File: src/rtl/bullet_renderer.sv
// Draws a 2x2 bullet sprite through a pixel-at-a-time VGA adapter.
// A moved bullet has its previous sprite erased before it is redrawn.
module bullet_renderer #(
  parameter logic [2:0] FG_COLOUR = 3'b111,
  parameter logic [2:0] BG_COLOUR = 3'b000,
  parameter int         SCREEN_W  = 160,
  parameter int         SCREEN_H  = 120
) (
  input  logic       clk,
  input  logic       reset,
  input  logic       bullet_active,
  input  logic [7:0] bullet_x,
  input  logic [6:0] bullet_y,
  output logic [7:0] vga_x,
  output logic [6:0] vga_y,
  output logic [2:0] vga_colour,
  output logic       vga_plot,
  output logic       busy,
  output logic       done
);

  typedef enum logic [1:0] {IDLE, ERASE, DRAW, DONE} state_t;

  localparam logic [8:0] SCR_W = 9'(SCREEN_W);
  localparam logic [7:0] SCR_H = 8'(SCREEN_H);

  state_t     state_q, state_d;
  logic [1:0] cnt_q, cnt_d;
  logic [7:0] snap_x_q, snap_x_d;
  logic [6:0] snap_y_q, snap_y_d;
  logic [7:0] drawn_x_q, drawn_x_d;
  logic [6:0] drawn_y_q, drawn_y_d;
  logic       drawn_valid_q, drawn_valid_d;
  logic       erase_only_q, erase_only_d;
  logic [7:0] vga_x_q, vga_x_d;
  logic [6:0] vga_y_q, vga_y_d;
  logic [2:0] vga_colour_q, vga_colour_d;
  logic       plot_d;

  logic       draw_req;
  logic       erase_req;
  logic       pixel_en;
  logic [2:0] pixel_colour;
  logic [7:0] base_x;
  logic [6:0] base_y;
  logic [8:0] pix_x;
  logic [7:0] pix_y;
  logic       clipped;

  always_comb begin
    draw_req  = bullet_active &&
                (!drawn_valid_q || (bullet_x != drawn_x_q) || (bullet_y != drawn_y_q));
    erase_req = !bullet_active && drawn_valid_q;
  end

  // Erase works on the last drawn sprite, draw on the snapshot; offsets are
  // widened by one bit so the right/bottom edge never wraps back on screen.
  always_comb begin
    base_x  = (state_q == DRAW) ? snap_x_q : drawn_x_q;
    base_y  = (state_q == DRAW) ? snap_y_q : drawn_y_q;
    pix_x   = {1'b0, base_x} + {8'd0, cnt_q[0]};
    pix_y   = {1'b0, base_y} + {7'd0, cnt_q[1]};
    clipped = (pix_x >= SCR_W) || (pix_y >= SCR_H);
  end

  always_comb begin
    state_d       = state_q;
    cnt_d         = cnt_q;
    snap_x_d      = snap_x_q;
    snap_y_d      = snap_y_q;
    drawn_x_d     = drawn_x_q;
    drawn_y_d     = drawn_y_q;
    drawn_valid_d = drawn_valid_q;
    erase_only_d  = erase_only_q;
    pixel_en      = 1'b0;
    pixel_colour  = BG_COLOUR;

    case (state_q)
      IDLE: begin
        cnt_d = 2'd0;
        if (draw_req) begin
          snap_x_d     = bullet_x;
          snap_y_d     = bullet_y;
          erase_only_d = 1'b0;
          state_d      = drawn_valid_q ? ERASE : DRAW;
        end else if (erase_req) begin
          snap_x_d     = bullet_x;
          snap_y_d     = bullet_y;
          erase_only_d = 1'b1;
          state_d      = ERASE;
        end
      end
      ERASE: begin
        pixel_en     = 1'b1;
        pixel_colour = BG_COLOUR;
        cnt_d        = cnt_q + 2'd1;
        if (cnt_q == 2'd3) begin
          if (erase_only_q) begin
            drawn_valid_d = 1'b0;
            state_d       = DONE;
          end else begin
            state_d = DRAW;
          end
        end
      end
      DRAW: begin
        pixel_en     = 1'b1;
        pixel_colour = FG_COLOUR;
        cnt_d        = cnt_q + 2'd1;
        if (cnt_q == 2'd3) begin
          drawn_x_d     = snap_x_q;
          drawn_y_d     = snap_y_q;
          drawn_valid_d = 1'b1;
          state_d       = DONE;
        end
      end
      DONE: begin
        cnt_d   = 2'd0;
        state_d = IDLE;
      end
      default: state_d = IDLE;
    endcase
  end

  // Pixel bus holds its last written value whenever nothing is plotted.
  always_comb begin
    plot_d       = pixel_en && !clipped;
    vga_x_d      = vga_x_q;
    vga_y_d      = vga_y_q;
    vga_colour_d = vga_colour_q;
    if (plot_d) begin
      vga_x_d      = pix_x[7:0];
      vga_y_d      = pix_y[6:0];
      vga_colour_d = pixel_colour;
    end
  end

  always_ff @(posedge clk) begin
    if (reset) begin
      state_q       <= IDLE;
      cnt_q         <= 2'd0;
      snap_x_q      <= 8'd0;
      snap_y_q      <= 7'd0;
      drawn_x_q     <= 8'd0;
      drawn_y_q     <= 7'd0;
      drawn_valid_q <= 1'b0;
      erase_only_q  <= 1'b0;
      vga_x_q       <= 8'd0;
      vga_y_q       <= 7'd0;
      vga_colour_q  <= 3'd0;
    end else begin
      state_q       <= state_d;
      cnt_q         <= cnt_d;
      snap_x_q      <= snap_x_d;
      snap_y_q      <= snap_y_d;
      drawn_x_q     <= drawn_x_d;
      drawn_y_q     <= drawn_y_d;
      drawn_valid_q <= drawn_valid_d;
      erase_only_q  <= erase_only_d;
      vga_x_q       <= vga_x_d;
      vga_y_q       <= vga_y_d;
      vga_colour_q  <= vga_colour_d;
    end
  end

  assign vga_x      = vga_x_d;
  assign vga_y      = vga_y_d;
  assign vga_colour = vga_colour_d;
  assign vga_plot   = plot_d;
  assign busy       = (state_q != IDLE);
  assign done       = (state_q == DONE);

endmodule

File: config.mk
export PLATFORM = sky130hd
export DESIGN_NAME = bullet_renderer
export DESIGN_NICKNAME = d
export VERILOG_FILES = /design/src/rtl/bullet_renderer.sv
export SDC_FILE = /design/constraint.sdc
export NUM_CORES = 1
export LEC_CHECK = 0
export ABC_AREA = 0
export BUFFER_PORTS_ARGS = -buffer_cell sky130_fd_sc_hd__buf_2
export CAP_MARGIN = 20
export CORE_MARGIN = 1.5
export CORE_UTILIZATION = 58
export CTS_CLUSTER_DIAMETER = 150
export DETAILED_ROUTE_END_ITERATION = 6
export PLACE_DENSITY = 0.77
export SYNTH_ARGS = -nofsm -noshare
export SYNTH_HDL_FRONTEND = slang
export SYNTH_SLANG_ARGS = --single-unit
export TNS_END_PERCENT = 100
File: constraint.sdc
create_clock -name clk -period 4.9 [get_ports clk]
set_input_delay 0.735 -clock clk [delete_from_list [all_inputs] [get_ports clk]]
set_output_delay 0.735 -clock clk [all_outputs]
set_load 0.02 [all_outputs]
==> impl_metrics.tcl, run 1 <==
set metrics [dict create \
    finClkSkew_ns 0.01207 \
    die-width_um 78.35 \
    drt-initial-drc-count 124 \
    cts_tree "built" \
    r2r-start "state_q[0]$_SDFFE_PP0P_" \
    p_seq_share_pct 35.4 \
    drt_first_pass_iters 4 \
    cp_data_arrival_time_ns 3.62 \
    antenna_found_initial 0 \
    htree_num_levels 2 \
    cp-end-kind "primary output" \
    synth-main-ff-cell "dfxtp_1" \
    rows 27 \
    grt_max_degree 41 \
    nNetsFinal 428 \
    numPortBuffers 38 \
    clockRootBuffer "clkbuf_8" \
    dp.cells 464 \
    antenna_cells 0 \
    clkPwrFrac_pct 15.8 \
    netlist_area_um2 3293 \
    synth.avg_cell_area_um2 8.853 \
    reg2reg_slack_ns 1.64 \
    path_class "flip-flop to primary output" \
    p_leak_nw 1.603 \
    clk_latency_ns 0.31 \
    yosysUniqueCellTypes 56 \
    final_area_um2 3562 \
    grtUsageTotal_pct 23.72 \
    yosys.area.top_type_share_pct 32.83 \
    ys_seq_area_share_pct 32.83 \
    synth_area_leader_cell "dfxtp_1" \
    via_per_inst 5.514 \
    antenna_left 0 \
    place_area_um2 3478 \
    wl_um 6896 \
    p_int_mw 0.9151 \
    reg2regPathDepth 12 \
    postCtsResizedCells 0 \
    design.die.area_um2 6139 \
    syn_to_final_growth_pct 8.169 \
    layout-drive-gt1-share_pct 21.30 \
    core_um2 5507 \
    finalHoldViolCount 0 \
    whs_path_depth 2 \
    power.density_nw_per_um2 433.9 \
    power.share.switching_pct 40.80 \
    cts_buffer_depth 2 \
    drv_slew 0 \
    cts_sinks 54 \
    fin_cells 471 \
    place_ws_ns 0.9011 \
    reg2reg_to "vga_y_q[5]$_SDFF_PP0_" \
    wl_per_cell_um 14.64 \
    start_util_pct 59.80 \
    outcome "finished clean" \
    place.gp.congestion 0.9193 \
    switching_power_mw 0.6307 \
    grt.overflow.total 0 \
    grt_pass1_vias 2391 \
    ys_top_cells_by_area "dfxtp_1, mux2i_1, nand2_1" \
    rsz0062_at_grt "no" \
    comb_power_share_pct 48.8 \
    finalSetupTns_ns 0 \
    cp_max_fo 24 \
    async_reset_ff_share_pct 0 \
    hp-start "vga_y_q[0]$_SDFF_PP0_" \
    place_hpwl_um 5043 \
    synth.net_count 401 \
    whs_endpoint "vga_y_q[0]$_SDFF_PP0_" \
    syn_inst 372 \
    io_pins 39 \
    post_cts_buffers 0 \
    slew_headroom_pct 30.14 \
    ctsHoldBuffers 0 \
    ys_ff_latch 54 \
    start_kind "flip-flop" \
    period_share_pct 88.80 \
    cts_made_buffers 5 \
    period_needed_ns 4.351 \
    drc 0 \
    num-fill-cells 484 \
    max_freq_mhz 229.8 \
    maxCapViolCount 0 \
    critPathRequiredTime_ns 4.16 \
    grt_pass1_wl_um 11470 \
    finalCoreUtilization_pct 64.69 \
    yosysWarnings 0 \
    clk_pin_slew_worst_paths_ns 0.10 \
    vias 2597 \
    synth_edf_count 0 \
    dieHeight_um 78.35 \
    hp-class "flip-flop to flip-flop" \
    vdd_ir_drop_max_mv 0.3041 \
    setup_ws_ns 0.5486 \
    setup_viol 0 \
    tightest_slew_ns 1.045 \
]
## cell usage after synthesis (2+ instances only)
master / number
nand3b_4: 2
mux2_2: 11
a211oi_2: 3
dfxtp_1: 54
buf_2: 4
buf_4: 2
ha_1: 11
clkbuf_1: 9
nand3b_1: 4
nand3_1: 10
nand2_1: 73
xor2_1: 19
xnor2_1: 9
nor4_1: 5
buf_6: 2
nand4_1: 2
mux2_4: 10
o211ai_1: 2
o21ai_0: 6
inv_1: 10
buf_1: 3
nand2b_1: 2
a21oi_1: 26
nor2b_1: 2
nor2_1: 24
o21a_1: 2
mux2i_1: 36
## final cells by class
cell class | count | area (um2) | share of cell area [%]
multi-input combinational | 285 | 2047 | 57.46
timing repair buffer | 41 | 212.7 | 5.971
sequential | 54 | 1081 | 30.35
tap | 72 | 90.09 | 2.529
inverter | 12 | 47.55 | 1.335
clock buffer | 5 | 68.82 | 1.932
clock inverter | 2 | 15.01 | 0.4215
## metrics by stage
step / hold WS (ns) / power, mW
finish: 0.4591 / 1.546
global route: 0.4796 / 1.646
CTS: 0.4630 / 1.553
detailed placement: 0.4501 / 1.310
global placement: 0.4409 / 1.296
floorplan: 0.4313 / 1.185
## routing by layer
layer	routed length [um]	track usage, %	part of all wire, %	vias to the layer above
met2	3414	40.61	50	54
met1	3109	30.89	45	1207
met4	80	6.250	1.2	0
met3	291	3.953	4.2	8
li1	-	-	-	1328
met5	0	0	0	-
## cell families (layout without fill, tap and decap cells)
family / Yosys count / count (layout) / share of synthesized area [%]
xor gates and xnor gates: 29 / 29 / 7.941
buffers and inverters: 33 / 60 / 5.015
AOI/OAI and AO/OA: 52 / 52 / 10.94
and+or+nand+nor: 135 / 135 / 19.42
adders and majority gates: 11 / 11 / 4.179
DFF: 54 / 54 / 32.83
muxes: 58 / 58 / 19.68
## worst max-delay path, stage by stage (launching register included)
cell and delay, ns:
dfxtp_1 0.35, inv_1 0.11, ha_1 0.30, buf_4 0.32
mux2_2 0.37, ha_1 0.27, nand2_1 0.11, xor2_1 0.06
o22ai_1 0.16, o211ai_1 0.17, o211ai_4 0.24, buf_4 0.30
mux2_2 0.37, buf_2 0.16
## cell usage in the layout, fill, tap and decap left out, types with 2 or more instances in the layout
master       n
mux2_2      11
o21a_1       2
nor2_1      24
o211ai_1     2
clkinvlp_4   2
nand3_1     10
xor2_1      19
buf_2       38
clkbuf_8     5
nor2b_1      2
nand2_1     73
dfxtp_1     54
nor4_1       5
nand4_1      2
mux2_4      10
buf_4        3
nand2b_1     2
a21oi_1     26
inv_1       10
mux2i_1     36
nand3b_4     2
ha_1        11
nand3b_1     4
xnor2_1      9
a211oi_2     3
o21ai_0      6
## power groups by stage
stage          Combinational [mW]  Clock (mW)  Sequential [mW]
6_report                    0.754       0.245            0.547
3_5_place_dp                0.754           0            0.556
5_1_grt                     0.816       0.275            0.555
2_1_floorplan               0.648           0            0.537
4_1_cts                     0.757       0.250            0.545
3_3_place_gp                0.743           0            0.553
## registers in the layout, summed over array words and instances (netlist names)
signal and count:
drawn_y_q 7, vga_x_q 8, drawn_x_q 8, snap_y_q 7, vga_y_q 7, snap_x_q 8, erase_only_q 1, cnt_q 2
state_q 2, vga_colour_q 3, drawn_valid_q 1
## how the worst max path moves through the flow
stage                            startpoint  slack (ns)        to
global route        state_q[0]$_SDFFE_PP0P_        0.31  vga_y[0]
detailed placement  state_q[0]$_SDFFE_PP0P_        0.90  vga_y[0]
finish              state_q[0]$_SDFFE_PP0P_        0.55  vga_y[0]
floorplan           state_q[0]$_SDFFE_PP0P_        0.47  vga_y[5]
CTS                 state_q[0]$_SDFFE_PP0P_        0.55  vga_y[0]
global placement    state_q[0]$_SDFFE_PP0P_        0.98  vga_y[0]
(Power assumes the default switching activity.)
==> run 2, diff against run 1 <==
- MAX_ROUTING_LAYER: not set -> met4
==> impl_metrics.tcl, run 2 (same netlist as run 1, synthesis figures left out) <==
set metrics [dict create \
    drv_slew 0 \
    power.density_nw_per_um2 446.6 \
    grtUsageTotal_pct 25.18 \
    grt_pass1_vias 2487 \
    final_cell_mix "nand2_1, dfxtp_1, buf_2" \
    vias 2613 \
    design.die.area_um2 6139 \
    maxCapViolCount 0 \
    power.share.switching_pct 39.56 \
    met3_length_um 265 \
    nNetsFinal 427 \
    drc 0 \
    finalHoldViolCount 0 \
    via_per_inst 5.548 \
    max_stage_delay_ns 0.39 \
    postCtsResizedCells 0 \
    clkPwrFrac_pct 18.8 \
    ctsHoldBuffers 0 \
    htree_num_levels 2 \
    period_needed_ns 4.483 \
    cts_made_buffers 5 \
    antenna_cells 0 \
    p_seq_share_pct 34.1 \
    setup_viol 0 \
    reg2reg_slack_ns 1.60 \
    cp-end-kind "primary output" \
    route.met2.wl_um 3554 \
    max_freq_mhz 223.1 \
    post_cts_buffers 0 \
    antenna_found_initial 0 \
    crit_chain "inv_1 > ha_1 > buf_4 > mux2_2 > ha_1 > inv_1 > a211oi_2 > o21a_1 > a211o_1 > o211ai_4 > buf_4 > mux2_2 > buf_2" \
    place_area_um2 3471 \
    p_leak_nw 1.613 \
    place.gp.congestion 0.8890 \
    cts_buffer_depth 2 \
    switching_power_mw 0.6327 \
    dieHeight_um 78.35 \
    grt_pass1_wl_um 11860 \
    wl_um 7119 \
    vdd_ir_drop_max_mv 0.3151 \
    rsz0062_at_grt "no" \
    p_int_mw 0.9667 \
    slew_headroom_pct 31.98 \
    grt.overflow.total 0 \
    crit_start "state_q[0]$_SDFFE_PP0P_" \
    start_kind "flip-flop" \
    hp-start "vga_y_q[1]$_SDFF_PP0_" \
    period_share_pct 91.48 \
    start_util_pct 59.80 \
    final_area_um2 3581 \
    grt_max_degree 41 \
    met1_length_um 3247 \
    holdWs_ns 0.4643 \
    rows 27 \
    cts_sinks 54 \
    wl_per_cell_um 15.11 \
    drt_first_pass_iters 4 \
    critPathRequiredTime_ns 4.16 \
    die-width_um 78.35 \
    layout-drive-gt1-share_pct 21.05 \
    finalSetupTns_ns 0 \
    hp-class "flip-flop to flip-flop" \
    place_hpwl_um 5180 \
    outcome "finished clean" \
    r2r-start "state_q[0]$_SDFFE_PP0P_" \
    core_um2 5507 \
    finClkSkew_ns 0.003385 \
    syn_to_final_growth_pct 8.738 \
    clockRootBuffer "clkbuf_8" \
    tightest_slew_ns 1.017 \
    antenna_left 0 \
    power_mw 1.599 \
    comb_power_share_pct 47.0 \
    drt-initial-drc-count 173 \
    cp_data_arrival_time_ns 3.75 \
    numPortBuffers 38 \
    path_class "flip-flop to primary output" \
    io_pins 39 \
    cts_tree "built" \
    cp_max_fo 30 \
    top_regs "drawn_x_q (8), snap_x_q (8), vga_x_q (8)" \
    clk_latency_ns 0.31 \
    clk_pin_slew_worst_paths_ns 0.10 \
    routed.top_layer "met4" \
    crit_slowest_cell "ha_1" \
    layout_commonest_cell "nand2_1" \
]
-- run 2: critical path: cells and delay by family, from the launching register on --
family	cells	cell delay, ns
adders and majority gates	2	0.62
DFF	1	0.35
AOI/OAI and AO/OA	4	0.67
buffers and inverters	5	1.06
muxes	2	0.75
-- run 2: per-stage QoR --
step | util (%) | instances | setup WS, ns
floorplan | - | 372 | 0.4700
global placement | 63.03 | 463 | 0.8526
detailed placement | 63.03 | 463 | 0.7741
CTS | 65.03 | 471 | 0.4307
global route | 65.03 | 471 | 0.2324
finish | 65.03 | 471 | 0.4174
-- run 2: path summary, 6_finish.rpt --
check,end,cells past startpoint
setup reg to reg,vga_y_q[5]$_SDFF_PP0_,11
hold / removal,vga_y_q[1]$_SDFF_PP0_,2
setup / recovery,vga_x[0],13
hold reg to reg,vga_y_q[1]$_SDFF_PP0_,2
-- run 2: power by group through the flow --
stage	clock [mW]	sequential, mW	combinational (mW)
final	0.301	0.546	0.752
after global routing	0.325	0.555	0.810
after CTS	0.307	0.546	0.752
after detailed placement	0	0.556	0.751
after global placement	0	0.553	0.739
after floorplan	0	0.537	0.648
-- run 2: routing by layer --
metal | global-route usage [%] | up-vias
li1 | - | 1325
met1 | 31.19 | 1240
met2 | 43.22 | 41
met3 | 4.070 | 7
met4 | 5.714 | 0
met5 | - | -
-- run 2: area by class of cell --
type,count,area [um2]
Multi-Input combinational cell,285,2047
Fill cell,480,1926
Sequential cell,54,1081
Timing Repair Buffer,40,205.2
Tap cell,72,90.09
Clock buffer,6,72.57
Inverter,12,47.55
Clock inverter,2,37.54
==> run 3, diff against run 2 <==
- CORE_MARGIN: 1.5 -> 2
- HOLD_SLACK_MARGIN: not set -> 0.06
==> impl_metrics.tcl, run 3 (same netlist as run 1, synthesis figures left out) <==
set metrics [dict create \
    outcome "finished clean" \
    place.gp.congestion 0.9301 \
    rsz0062_at_grt "no" \
    antenna_cells 0 \
    design.die.area_um2 6296 \
    cts_tree "built" \
    grt_pass1_wl_um 11470 \
    whs_endpoint "vga_x_q[6]$_SDFF_PP0_" \
    clk_latency_ns 0.31 \
    setup_ws_ns 0.3605 \
    finClkSkew_ns 0.008044 \
    max_freq_mhz 220.3 \
    vias 2650 \
    start_kind "flip-flop" \
    postCtsResizedCells 0 \
    cts_sinks 54 \
    dieHeight_um 79.35 \
    clk_pin_slew_worst_paths_ns 0.10 \
    via_per_inst 5.556 \
    clockRootBuffer "clkbuf_8" \
    top_regs "drawn_x_q (8), snap_x_q (8), vga_x_q (8)" \
    crit_chain "inv_1 > ha_1 > buf_4 > mux2_2 > ha_1 > nand2_1 > xor2_1 > o22ai_1 > o211ai_1 > o211ai_4 > buf_12 > inv_4 > mux2_4 > buf_2" \
    grt_pass1_vias 2458 \
    setup_viol 0 \
    whs_path_depth 2 \
    numPortBuffers 38 \
    reg2reg_slack_ns 1.46 \
    antenna_left 0 \
    cp_max_fo 34 \
    use_met3_pct 3.750 \
    wl_per_cell_um 14.71 \
    p_leak_nw 1.635 \
    grt.overflow.total 0 \
    hp-start "vga_x_q[6]$_SDFF_PP0_" \
    hp-class "flip-flop to flip-flop" \
    tightest_slew_ns 1.053 \
    rows 27 \
    drt_first_pass_iters 4 \
    start_util_pct 59.80 \
    io_pins 39 \
    drv_slew 0 \
    path_class "flip-flop to primary output" \
    core_um2 5507 \
    die-width_um 79.35 \
    reg2regPathDepth 13 \
    slew_headroom_pct 29.60 \
    cts_buffer_depth 2 \
    met1_usage_pct 29.23 \
    grt_max_degree 41 \
    htree_num_levels 2 \
    finalSetupTns_ns 0 \
    cp-end-kind "primary output" \
    max_stage_delay_ns 0.39 \
    cp_data_arrival_time_ns 3.80 \
    place_hpwl_um 5061 \
    layout_commonest_cell "nand2_1" \
    maxCapViolCount 0 \
    syn_to_final_growth_pct 9.916 \
    grt-busiest-layer "met2" \
    drc 0 \
    wl_um 7017 \
    finalHoldViolCount 0 \
    period_needed_ns 4.539 \
    r2r-start "state_q[0]$_SDFFE_PP0P_" \
    power_mw 1.633 \
    power.density_nw_per_um2 451.2 \
    crit_start "state_q[0]$_SDFFE_PP0P_" \
    antenna_found_initial 0 \
    drt-initial-drc-count 123 \
    layout-drive-gt1-share_pct 22.47 \
    nNetsFinal 434 \
    critPathRequiredTime_ns 4.16 \
    use_met2_pct 41.36 \
    grtUsageTotal_pct 23.70 \
    crit_slowest_cell "buf_4" \
    cts_made_buffers 5 \
    reg2reg_to "vga_y_q[5]$_SDFF_PP0_" \
    crit_top_cell "ha_1" \
    final_cell_mix "nand2_1, dfxtp_1, buf_2" \
    vdd_ir_drop_max_mv 0.2758 \
    place_ws_ns 0.4104 \
    period_share_pct 92.64 \
]
-- run 3: power by group --
group	switching, mW	internal [mW]	total (mW)
combinational	0.449	0.392	0.841
sequential	0.0517	0.494	0.546
clock	0.148	0.0980	0.246
total	0.649	0.985	1.63
-- run 3: worst max path at each step --
stage / cells past startpoint / to
finish: 14 / vga_y[4]
CTS: 13 / vga_x[4]
global route: 14 / vga_y[4]
floorplan: 15 / vga_y[5]
global placement: 13 / vga_y[6]
detailed placement: 13 / vga_x[4]
-- run 3: per-layer routing --
metal | part of all wire [%] | up-vias
li1 | - | 1334
met1 | 45 | 1254
met2 | 50 | 53
met3 | 4.4 | 9
met4 | 0.87 | 0
met5 | 0 | -
-- run 3: through the flow --
step / hold WS [ns] / utilization, % / cell area (um2) / std cells
floorplan: 0.4313 / - / 3293 / 372
global placement: 0.4391 / 62.89 / 3463 / 462
CTS: 0.4665 / 64.42 / 3547 / 469
detailed placement: 0.4531 / 62.89 / 3463 / 462
global route: 0.4734 / 65.74 / 3620 / 477
finish: 0.4633 / 65.74 / 3620 / 477
-- run 3: timing repair --
action / in CTS / in global routing
buffers inserted: 0 / 8
hold buffers: 0 / 0
endpoints found under the setup margin: 0 / 10
-- run 3: cell type report --
| type | instances | area, um2 |
|---|---|---|
| inverters | 12 | 47.55 |
| flip-flops and latches | 54 | 1081 |
| multi-input cells | 285 | 2047 |
| well taps | 72 | 90.09 |
| clock buffers | 5 | 68.82 |
| clock inverters | 2 | 15.01 |
| repair buffers | 47 | 270.3 |
| fillers | 485 | 1887 |
-- run 3: critical path, delay by kind of cell, from the launching register on --
kind / cells / cell delay [ns]
AOI/OAI and AO/OA: 3 / 0.58
xor gates and xnor gates: 1 / 0.14
adders and majority gates: 2 / 0.56
buffers and inverters: 5 / 1.05
DFF: 1 / 0.35
muxes: 2 / 0.72
and+or+nand+nor: 1 / 0.11
